==> config.mk <==
export PLATFORM = sky130hd
export DESIGN_NAME = dcntr_timer
export DESIGN_NICKNAME = d
export VERILOG_FILES = /design/src/rtl/dcntr_pkg.sv /design/src/rtl/dcntr_bit.sv /design/src/rtl/dcntr_timer.sv
export SDC_FILE = /design/constraint.sdc
export NUM_CORES = 1
export LEC_CHECK = 0
export ABC_AREA = 1
export ABC_CLOCK_PERIOD_IN_PS = 1190
export BUFFER_PORTS_ARGS = -buffer_cell sky130_fd_sc_hd__buf_4
export CAP_MARGIN = 20
export CORE_AREA = 8 8 45 47
export DETAILED_ROUTE_END_ITERATION = 8
export DIE_AREA = 0 0 53 55
export MAX_ROUTING_LAYER = met4
export PLACE_DENSITY = 0.61
export SLEW_MARGIN = 10
export SYNTH_ARGS = -nofsm -noshare
export SYNTH_HDL_FRONTEND = slang
export SYNTH_SLANG_ARGS = --single-unit
==> constraint.sdc <==
create_clock -name clk -period 1.19 [get_ports clk]
set_clock_uncertainty 0.1 [all_clocks]
set_input_delay 0 -clock clk [delete_from_list [all_inputs] [get_ports clk]]
set_output_delay 0 -clock clk [all_outputs]
set_load 0.01 [all_outputs]
==> src/rtl/dcntr_pkg.sv <==
// -----------------------------------------------------------------------------
// dcntr_pkg
//
// Shared definitions for the loadable down-counter timer (dcntr_timer) and
// its single-bit count cell (dcntr_bit).
//
// Contents:
//   dcntr_state_t    - control state of the timer (IDLE, RUN)
//   DCNTR_WIDTH_DEF  - default counter / load-value width in bits
// -----------------------------------------------------------------------------
package dcntr_pkg;

    // Two-state controller: IDLE holds the count, RUN counts down on enable.
    typedef enum logic {
        IDLE = 1'b0,
        RUN  = 1'b1
    } dcntr_state_t;

    // Default width of the count and load value.
    localparam int DCNTR_WIDTH_DEF = 4;

endpackage : dcntr_pkg

==> src/rtl/dcntr_bit.sv <==
// -----------------------------------------------------------------------------
// dcntr_bit
//
// One bit of a ripple-borrow binary down-counter. WIDTH of these are chained
// by dcntr_timer: the borrow into bit 0 is the counter's decrement request,
// and each bit toggles when a borrow arrives, passing the borrow on only when
// it was 0 (0 - 1 needs a borrow from the next bit up).
//
// Update priority at each rising edge:
//   reset (rst=0) > parallel load (ld) > terminal value (term) > toggle (bin)
//
// Ports:
//   clk       in   rising-edge clock
//   rst       in   synchronous reset, active-low
//   ld        in   parallel load strobe
//   ld_val    in   this bit of the load value
//   term      in   terminal-count event: force this bit to term_val
//   term_val  in   this bit of the value taken at the terminal event
//   bin       in   borrow in (decrement request reaching this bit)
//   q         out  registered count bit
//   bout      out  borrow out to the next more-significant bit
// -----------------------------------------------------------------------------
module dcntr_bit (
    input  logic clk,
    input  logic rst,
    input  logic ld,
    input  logic ld_val,
    input  logic term,
    input  logic term_val,
    input  logic bin,
    output logic q,
    output logic bout
);

    // NOTE: state is written with non-blocking assignments so every cell in
    // the chain samples the old count before any of them updates.
    always_ff @(posedge clk) begin
        if (!rst) begin
            q <= 1'b0;
        end else if (ld) begin
            q <= ld_val;
        end else if (term) begin
            q <= term_val;
        end else if (bin) begin
            q <= ~q;
        end
    end

    // A bit that is 0 becomes 1 on a decrement and must borrow from above.
    assign bout = bin & ~q;

endmodule : dcntr_bit

==> src/rtl/dcntr_timer.sv <==
// -----------------------------------------------------------------------------
// dcntr_timer
//
// Loadable binary down-counter with terminal-count detection. A load of a
// non-zero value starts a run; each enabled cycle decrements the count, and
// when an enabled cycle finds the count at 1 the terminal event fires: tc
// pulses for one cycle and the count either stops at 0 (one-shot) or restarts
// from the last loaded value (periodic).
//
// Edge priority (outside reset): ld > terminal event > decrement > hold.
// The count is never decremented from 0, so it cannot underflow.
//
// Configuration:
//   DCNTR_TIMER_AUTORELOAD_EN  defined   -> periodic mode (reload from rld)
//                              undefined -> one-shot mode (stop at 0, IDLE)
//
// Parameters:
//   WIDTH   counter / load-value width in bits (>= 2)
//
// Ports:
//   clk   in   rising-edge clock
//   rst   in   synchronous reset, active-low
//   ld    in   parallel load strobe
//   d     in   load value, sampled when ld=1
//   en    in   count enable
//   q     out  current count, registered
//   tc    out  terminal-count pulse, registered, one cycle wide
//   busy  out  high while the timer is in RUN
// -----------------------------------------------------------------------------
module dcntr_timer
    import dcntr_pkg::*;
#(
    parameter int WIDTH = DCNTR_WIDTH_DEF
) (
    input  logic             clk,
    input  logic             rst,
    input  logic             ld,
    input  logic [WIDTH-1:0] d,
    input  logic             en,
    output logic [WIDTH-1:0] q,
    output logic             tc,
    output logic             busy
);

    dcntr_state_t     state;
    dcntr_state_t     state_nxt;

    logic             run;
    logic             q_one;
    logic             term_ev;
    logic             dec;
    logic [WIDTH-1:0] term_val;
    logic [WIDTH:0]   borrow;
    logic             unused_borrow;

    // -------------------------------------------------------------------------
    // Event decode
    // -------------------------------------------------------------------------
    assign run   = (state == RUN);
    assign q_one = (q == WIDTH'(1));

    // A load always wins, so both events are masked by ld. In RUN the count is
    // never 0, so "not 1" means "greater than 1" and a plain decrement is safe.
    assign term_ev = ~ld & run & en & q_one;
    assign dec     = ~ld & run & en & ~q_one;

    // -------------------------------------------------------------------------
    // Value taken by the count at the terminal event
    // -------------------------------------------------------------------------
`ifdef DCNTR_TIMER_AUTORELOAD_EN
    localparam bit AUTORELOAD = 1'b1;

    logic [WIDTH-1:0] rld;

    // Reload register follows every load so a mid-run load also changes the
    // period. Only non-zero loads can enter RUN, so a reload is never 0.
    always_ff @(posedge clk) begin
        if (!rst) begin
            rld <= '0;
        end else if (ld) begin
            rld <= d;
        end
    end

    assign term_val = rld;
`else
    localparam bit AUTORELOAD = 1'b0;

    assign term_val = '0;
`endif

    // -------------------------------------------------------------------------
    // Count datapath: ripple-borrow chain of single-bit cells
    // -------------------------------------------------------------------------
    assign borrow[0] = dec;

    for (genvar i = 0; i < WIDTH; i++) begin : g_bit
        dcntr_bit u_bit (
            .clk      (clk),
            .rst      (rst),
            .ld       (ld),
            .ld_val   (d[i]),
            .term     (term_ev),
            .term_val (term_val[i]),
            .bin      (borrow[i]),
            .q        (q[i]),
            .bout     (borrow[i+1])
        );
    end

    // Borrow out of the top bit would mean underflow, which dec excludes.
    assign unused_borrow = borrow[WIDTH];

    // -------------------------------------------------------------------------
    // FSM: state register
    // -------------------------------------------------------------------------
    always_ff @(posedge clk) begin
        if (!rst) begin
            state <= IDLE;
        end else begin
            state <= state_nxt;
        end
    end

    // -------------------------------------------------------------------------
    // FSM: next-state logic
    // -------------------------------------------------------------------------
    // NOTE: the default assignment at the top keeps this block free of
    // inferred latches whatever path the if-chain takes.
    always_comb begin
        state_nxt = state;
        if (ld) begin
            // Loading 0 means there is nothing to count: stay/go IDLE.
            state_nxt = (|d) ? RUN : IDLE;
        end else if (term_ev) begin
            state_nxt = AUTORELOAD ? RUN : IDLE;
        end
    end

    // -------------------------------------------------------------------------
    // FSM: outputs
    // -------------------------------------------------------------------------
    always_comb begin
        busy = (state == RUN);
    end

    // Terminal-count pulse: registered so it lines up with the count (and,
    // in one-shot mode, busy) showing the post-terminal state.
    always_ff @(posedge clk) begin
        if (!rst) begin
            tc <= 1'b0;
        end else begin
            tc <= term_ev;
        end
    end

endmodule : dcntr_timer

==> results of run 1 <==
==> flip-flops by register name, summed over array words and instances, names as in the netlist <==
| signal | cells |
|---|---|
| tc | 1 |
| g_bit.u_bit.q | 4 |
| busy | 1 |
==> worst register-to-register path, stage by stage, from the launching register on <==
cell and delay [ps]:
dfxtp_2 320, inv_2 60, nand2_2 60, nor2_2 130, nand2_4 90, nand3_1 80, nand2_1 50, nor2_1 90
nor2_1 50
==> routing by layer <==
metal  vias to the layer above  routed length, microns  part of all wire (%)
met1                       192                     415                    41
met3                         2                      73                   7.2
met2                        14                     500                    50
li1                        217                       -                     -
met5                         -                       0                     0
met4                         0                      17                   1.7
==> power by group through the flow <==
stage	Combinational, W	Clock (W)	Sequential [W]
finish	0.000158	0.000194	0.000230
floorplan	0.0000828	0	0.000230
global route	0.000175	0.000214	0.000232
CTS	0.000146	0.000199	0.000226
detailed placement	0.000130	0	0.000230
global placement	0.000128	0	0.000230
==> layout make-up <==
cell class | count | area, sq um
fillers | 147 | 804.5
flip-flops and latches | 6 | 127.6
repair buffers | 21 | 172.7
inverters | 10 | 37.54
well taps | 16 | 20.02
clock buffers | 3 | 22.52
multi-input cells | 38 | 198.9
==> layout by cell type, fill, tap and decap left out, drive strengths merged <==
| cell type | n |
|---|---|
| a31oi | 1 |
| buf | 15 |
| clkbuf | 3 |
| dfxtp | 6 |
| dlygate4sd3 | 6 |
| inv | 10 |
| nand2 | 17 |
| nand3 | 4 |
| nand4 | 1 |
| nor2 | 9 |
| o211ai | 1 |
| o21ai | 5 |
==> per-stage QoR <==
stage | util, % | hold WS (ps) | setup slack (ps)
5_1_grt | 41.86 | 94.72 | -47.13
4_1_cts | 39.33 | 101.7 | 16.52
3_3_place_gp | 33.36 | 131.0 | 43.83
3_5_place_dp | 33.36 | 132.0 | 36.37
2_1_floorplan | - | -2.369 | 69.89
6_report | 41.86 | 79.99 | 14.64
==> logic make-up after synthesis <==
| logic type | count (synthesis) |
|---|---|
| AOI/OAI and AO/OA | 7 |
| buffers and inverters | 14 |
| and+or+nand+nor | 31 |
| DFF | 6 |
==> what timing repair did <==
| item | in CTS | in global routing |
|---|---|---|
| setup buffers | 0 | 1 |
| endpoints found under the setup margin | 0 | 4 |
| resized for setup | 0 | 12 |
| hold endpoints to repair | 6 | 0 |
| hold buffers | 6 | 0 |
==> how the worst min path moves through the flow <==
stage | end | slack [ps] | cells after the start
3_3_place_gp | g_bit[0].u_bit.q | 130 | 3
3_5_place_dp | g_bit[1].u_bit.q | 130 | 3
6_report | tc | 80 | 5
2_1_floorplan | g_bit[1].u_bit.q | -2 | 2
5_1_grt | tc | 90 | 5
4_1_cts | tc | 100 | 5
==> summary.txt, run 1 <==
Detailed routing
  • Detailed-route DRC error count: 0
  • Post-Route WL: 1007 microns
  • Via density per instance: roughly 4.5
  • Total via count in the routed design: around 430
  • DR iter-0 viols: 3
  • Post-DRT Antenna Nets: 0
  • Wirelength per Cell: around 11 microns
  • Number of detailed-route iterations in the first pass: 5

Timing
  • Final critical-path required period: 1175 ps
  • Worst slew margin relative to its limit: 87.27%
  • Final sum of negative setup slack: 0 ps
  • Hold violation count in the final report: 0
  • Share of the clock period used by the worst path: 98.77%
  • Final Max Slew Viols: 0
  • Unrepaired setup endpoints after global routing: yes
  • # setup viols final: 0
  • Max frequency: 850.8 MHz
  • Slew at the pin closest to its max-slew limit: roughly 190 ps

Yosys
  • Top cells by area in the synthesized netlist: dfxtp_1 (33%), nand2_1 (13%), buf_4 (8.2%), inv_1 (8.2%), nor2_1 (8.2%)
  • Portion of the post-synthesis area used by sequential elements: 32.76%
  • Cell count after synthesis: 58
  • Area share of xor/xnor cells in the synthesized design: 0%
  • Average instance area after synthesis: 6.321 sq um
  • Yosys top cell by area: dfxtp_1
  • Register bit count reported by yosys: 6
  • Syn nets: 66
  • Main combinational cell family by area after synthesis: simple AND/OR/NAND/NOR gates
  • Most common flop cell mapped by yosys: dfxtp_1
  • Post-synthesis instance area: 366.6 sq um
  • Share of the synthesized area in compound gates (AO/OA/AOI/OAI): roughly 12%
  • Most repeated cell in the gate-level netlist after synthesis: nand2_1
  • Post-synth EDFFs: 0
  • Number of distinct standard cells referenced by the synthesized netlist: 14
  • Top cell type's share of synthesized area: 32.76%
  • Post-Synth Simple-Gate Area: 37.20%
  • Multiplexer share of the synthesized area: 0%
  • Adder-Cell Fraction of Synth Area: 0%
  • Synth warnings: 0
  • Synth async-reset ratio: 0%
  • Commonest cells in the synthesized netlist: nand2_1 (13), inv_1 (8), nor2_1 (8)

Power
  • Internal power consumption: 0.0004106 W
  • Switching part of the total power: between 20% and 30%
  • Part of the power in registers: 39.5%
  • Part of the power in the clock network: 33.3%
  • Part of the total power dissipated in combinational logic: ~27%
  • Leak Pwr: 0.3191 nW
  • Areal power density over the cells: 1002 nW/um^2
  • Tot Pwr: 0.0005807 W
  • Max rail drop VDD: between 0.0003 and 0.0004 V
  • Switch Pwr: 0.0001701 W

Critical path
  • CP max FO: 8
  • Critical path data required time: 1220 ps
  • Endpoint of the worst-slack reg-to-reg timing path: g_bit[3].u_bit.q
  • Minimum setup slack among reg-to-reg paths: 40 ps
  • Maximum single-stage delay on the critical path: 550 ps
  • Cell class contributing the biggest share of worst-path delay: buffers and inverters
  • Depth of the worst register-to-register path: 8
  • Critical Path Sink Type: register
  • Slowest CP cell: dlygate4sd3_1
  • Critical Path Source Type: input pin
  • Startpoint of the worst setup timing path: ld
  • Crit path buffers/inverters: 3
  • Crit path capture: g_bit[0].u_bit.q
  • Chain of cells forming the critical path: dlygate4sd3_1 > buf_4 > nor2_1 > o21ai_0 > o211ai_1 > inv_1
  • Reg2reg start: g_bit[2].u_bit.q
  • CP Class: input pin to register
  • WP depth: 6
  • Data arrival time of the critical path: 1210 ps

Job
  • Number of maximum-capacitance violations: 0

Global routing
  • Number of antenna violations at the first check in global routing: 0
  • GR Util All Layers: 7.883%
  • Number of global-route vias before repair: 408
  • Aggregate global routing overflow: 0
  • Global routing usage on met1: 8.055%
  • Global-route met2 utilization: a little under an eighth
  • Pin count of the biggest net entering global routing: 9
  • Wire length of the first global-routing pass: approximately 1600 microns
  • Met3 track utilization from global routing: about 3.2%
  • Global routing's busiest layer: met2

Clock tree
  • TritonCTS Buffers: 3
  • Total number of clock tree sinks: 6
  • Clock Root Buffer: clkbuf_4
  • Clock transition time at the flip-flop clock pins of the worst setup and hold paths: ~50 ps
  • Later-pin clock latency in the skew report: 250 ps
  • Clock tree from TritonCTS: done
  • Deepest level of the CTS H-tree: 1
  • Maximum count of clock buffers along a single path: 2

Die
  • Die X: 53 microns
  • Number of standard-cell rows in the floorplan: 14
  • Initial Util: 26.49%
  • I/O pin count: 14
  • Overall die height: 55 microns
  • Area of the die: 2915 sq um
  • Core region area: 1384 sq um

Placed design
  • # port buffers: 13
  • # placed instances: 84
  • Estimated wirelength of the detail-placed design: 751.5 microns
  • Placed Area: 461.7 sq um
  • Gpl congestion: 0.7847

Finish
  • Share of cells above drive strength 1: ~42%
  • Final net count: 88
  • Final std cells w/o fill: 94
  • Final cell area excluding filler cells: 579.3 sq um
  • Antenna cell count: 0
  • Signed area change from the synthesized netlist to the final layout: 58.02%

Hold path
  • HP Start: en
  • Hold WC Path Type: input pin to register

Run status
  • Run status: completed
No activity file was read; power rests on OpenSTA's default activity.
==> run 2: changes to the inputs <==
--- a/config.mk
+++ b/config.mk
@@ -12,9 +12,10 @@
 export CORE_AREA = 8 8 45 47
 export DETAILED_ROUTE_END_ITERATION = 8
 export DIE_AREA = 0 0 53 55
+export GPL_TIMING_DRIVEN = 0
 export MAX_ROUTING_LAYER = met4
 export PLACE_DENSITY = 0.61
-export SLEW_MARGIN = 10
+export SLEW_MARGIN = 20
 export SYNTH_ARGS = -nofsm -noshare
 export SYNTH_HDL_FRONTEND = slang
 export SYNTH_SLANG_ARGS = --single-unit
==> run 2 against run 1 <==
  * First-iteration DRC count up 100%
  * Sequential cell count unchanged
  * Combinational power up 8%
  * Setup slack better by 25 ps
  * Sequential share of layout area down 1.8 points
  * Critical path depth up 1
  * Die area unchanged
  * Global-route usage about the same
  * Cell area up 5.8%
  * Maximum frequency up 2.2%
  * Wire length up 0.89%
  * Via count up 5.2%
  * Critical endpoint is now g_bit[2].u_bit.q
==> summary.txt, run 2 (synthesis results as in run 1) <==
Finish
  • Most frequent standard cell in the layout excluding fill and tap cells: buf_4 (unchanged)
  • Antenna cell count: 0 (unchanged)
  • Combined area of the multi-input logic cells: 198.9 sq um (unchanged)
  • Most frequent cells in the layout: buf_4 (20), nand2_1 (13), inv_1 (7), nor2_1 (6), dlygate4sd3_1 (6) (was buf_4 (15), nand2_1 (13), inv_1 (7), nor2_1 (6), dlygate4sd3_1 (6))
  • FF+latch area: 123.9 sq um (was 127.6 sq um)
  • Signed area change from the synthesized netlist to the final layout: 67.24% (was 58.02%)
  • Final net count: 93 (was 88)
  • Max FFs per register: 4 (unchanged)
  • Top reg by flops: g_bit.u_bit.q (unchanged)
  • Share of cells above drive strength 1: 44.58% (was 42.31%)
  • Count of fill cells added during filler insertion: 148 (was 147)

Timing
  • Final worst-path setup slack: 39.96 ps (was 14.64 ps)
  • Final sum of negative setup slack: 0 ps (unchanged)
  • Worst slew margin relative to its limit: 87.47% (was 87.27%)
  • Slew at the pin closest to its max-slew limit: 187.2 ps (was 190.2 ps)
  • Final Max Slew Viols: 0 (unchanged)
  • Max frequency: 869.5 MHz (was 850.8 MHz)
  • Final critical-path required period: 1150 ps (was 1175 ps)
  • Unrepaired setup endpoints after global routing: yes (unchanged)
  • Share of the clock period used by the worst path: 96.64% (was 98.77%)
  • # setup viols final: 0 (unchanged)
  • Hold violation count in the final report: 0 (unchanged)

Placed design
  • Place WS: 36.99 ps (was 36.37 ps)
  • Gpl congestion: 0.7901 (was 0.7847)
  • # port buffers: 13 (unchanged)
  • Estimated wirelength of the detail-placed design: 721.3 microns (was 751.5 microns)

Detailed routing
  • Total length of routed met2 wires: 476 microns (was 500 microns)
  • Routed metal-1 wirelength: 411 microns (was 415 microns)
  • Detailed-route DRC error count: 0 (unchanged)
  • Detailed-routed wire length on met3: 90 microns (was 73 microns)
  • Post-DRT Antenna Nets: 0 (unchanged)
  • DR iter-0 viols: 6 (was 3)
  • Via density per instance: 4.515 (was 4.521)
  • Number of detailed-route iterations in the first pass: 5 (unchanged)
  • Top layer reached by signal wires: met4 (unchanged)
  • Total via count in the routed design: 447 (was 425)
  • Wirelength per Cell: 10.26 microns (was 10.71 microns)
  • Post-Route WL: 1016 microns (was 1007 microns)

Power
  • Max rail drop VDD: 0.0003072 V (was 0.0003262 V)
  • Leak Pwr: 0.3387 nW (was 0.3191 nW)
  • Tot Pwr: 0.0005941 W (was 0.0005807 W)
  • Areal power density over the cells: 969.0 nW/um^2 (was 1002 nW/um^2)

Die
  • Overall die height: 55 microns (unchanged)
  • Die X: 53 microns (unchanged)
  • Core region area: 1384 sq um (unchanged)
  • Initial Util: 26.49% (unchanged)
  • Number of standard-cell rows in the floorplan: 14 (unchanged)
  • Area of the die: 2915 sq um (unchanged)
  • I/O pin count: 14 (unchanged)

Clock tree
  • TritonCTS Buffers: 3 (unchanged)
  • Clock tree from TritonCTS: done (unchanged)
  • Clock Root Buffer: clkbuf_4 (unchanged)
  • Clock transition time at the flip-flop clock pins of the worst setup and hold paths: 50 ps (about the same)
  • Later-pin clock latency in the skew report: 250 ps (about the same)
  • Maximum count of clock buffers along a single path: 2 (unchanged)
  • Deepest level of the CTS H-tree: 1 (unchanged)
  • Total number of clock tree sinks: 6 (unchanged)

Critical path
  • Critical path data required time: 1230 ps (was 1220 ps)
  • Data arrival time of the critical path: 1190 ps (was 1210 ps)
  • Critical Path Source Type: register (was input pin)
  • CP Class: register to register (was input pin to register)
  • CP max FO: 3 (was 8)
  • Critical Path Sink Type: register (unchanged)

Global routing
  • Wire length of the first global-routing pass: 1607 microns (was 1635 microns)
  • Pin count of the biggest net entering global routing: 8 (was 9)
  • Aggregate global routing overflow: 0 (unchanged)
  • Number of global-route vias before repair: 404 (was 408)
  • GR Util All Layers: 7.835% (was 7.883%)
  • Number of antenna violations at the first check in global routing: 0 (unchanged)

Run status
  • Run status: completed (unchanged)

Job
  • Number of maximum-capacitance violations: 0 (unchanged)

Hold path
  • Hold WC Path Type: input pin to register (unchanged)
## run 2: per-layer routing
layer  vias up  GRT usage [%]
met2        18          11.91
li1        228              -
met3         5          2.941
met5         -              -
met1       196          7.622
met4         0          7.328
## run 2: worst paths after layout
path / startpoint / slack, ps / depth (start not counted) / end
min reg2reg: busy / 410 / 2 / busy
max reg2reg: busy / 40 / 7 / g_bit[2].u_bit.q
min: ld / 20 / 5 / g_bit[1].u_bit.q
max: busy / 40 / 7 / g_bit[2].u_bit.q
## run 2: final cells by class
cell class | count | share of cell area, %
Clock buffer | 3 | 3.673
Multi-Input combinational cell | 38 | 32.45
Tap cell | 16 | 3.265
Inverter | 10 | 6.122
Buffer | 4 | 4.898
Sequential cell | 6 | 20.20
Timing Repair Buffer | 22 | 29.39
## run 2: repair_timing
action                                  in CTS  in global routing
buffers inserted                             0                  3
endpoints found under the setup margin       0                  4
hold buffers                                 6                  0
resized for setup                            0                 10
hold endpoints to repair                     6                  0
## run 2: metrics by stage
step	hold slack [ps]	std cells	util, %	cell area, sq um
global route	26.60	99	44.30	613.1
detailed placement	135.7	87	34.99	484.2
finish	23.39	99	44.30	613.1
CTS	11.23	96	40.96	566.8
floorplan	-2.369	58	-	366.6
global placement	128.8	87	34.99	484.2
## run 2: critical path, cell delays in order, from the launching register on
cell and delay, ps:
dfxtp_1 360, nand2_2 100, nor2_2 120, nand2_1 80, nor2_1 130, o21ai_2 70
inv_1 50, nor2_1 30
## run 2: report_power, final
part           switching [W]  internal [W]
logic              0.0000805     0.0000899
clock network      0.0000798      0.000115
registers          0.0000116      0.000218
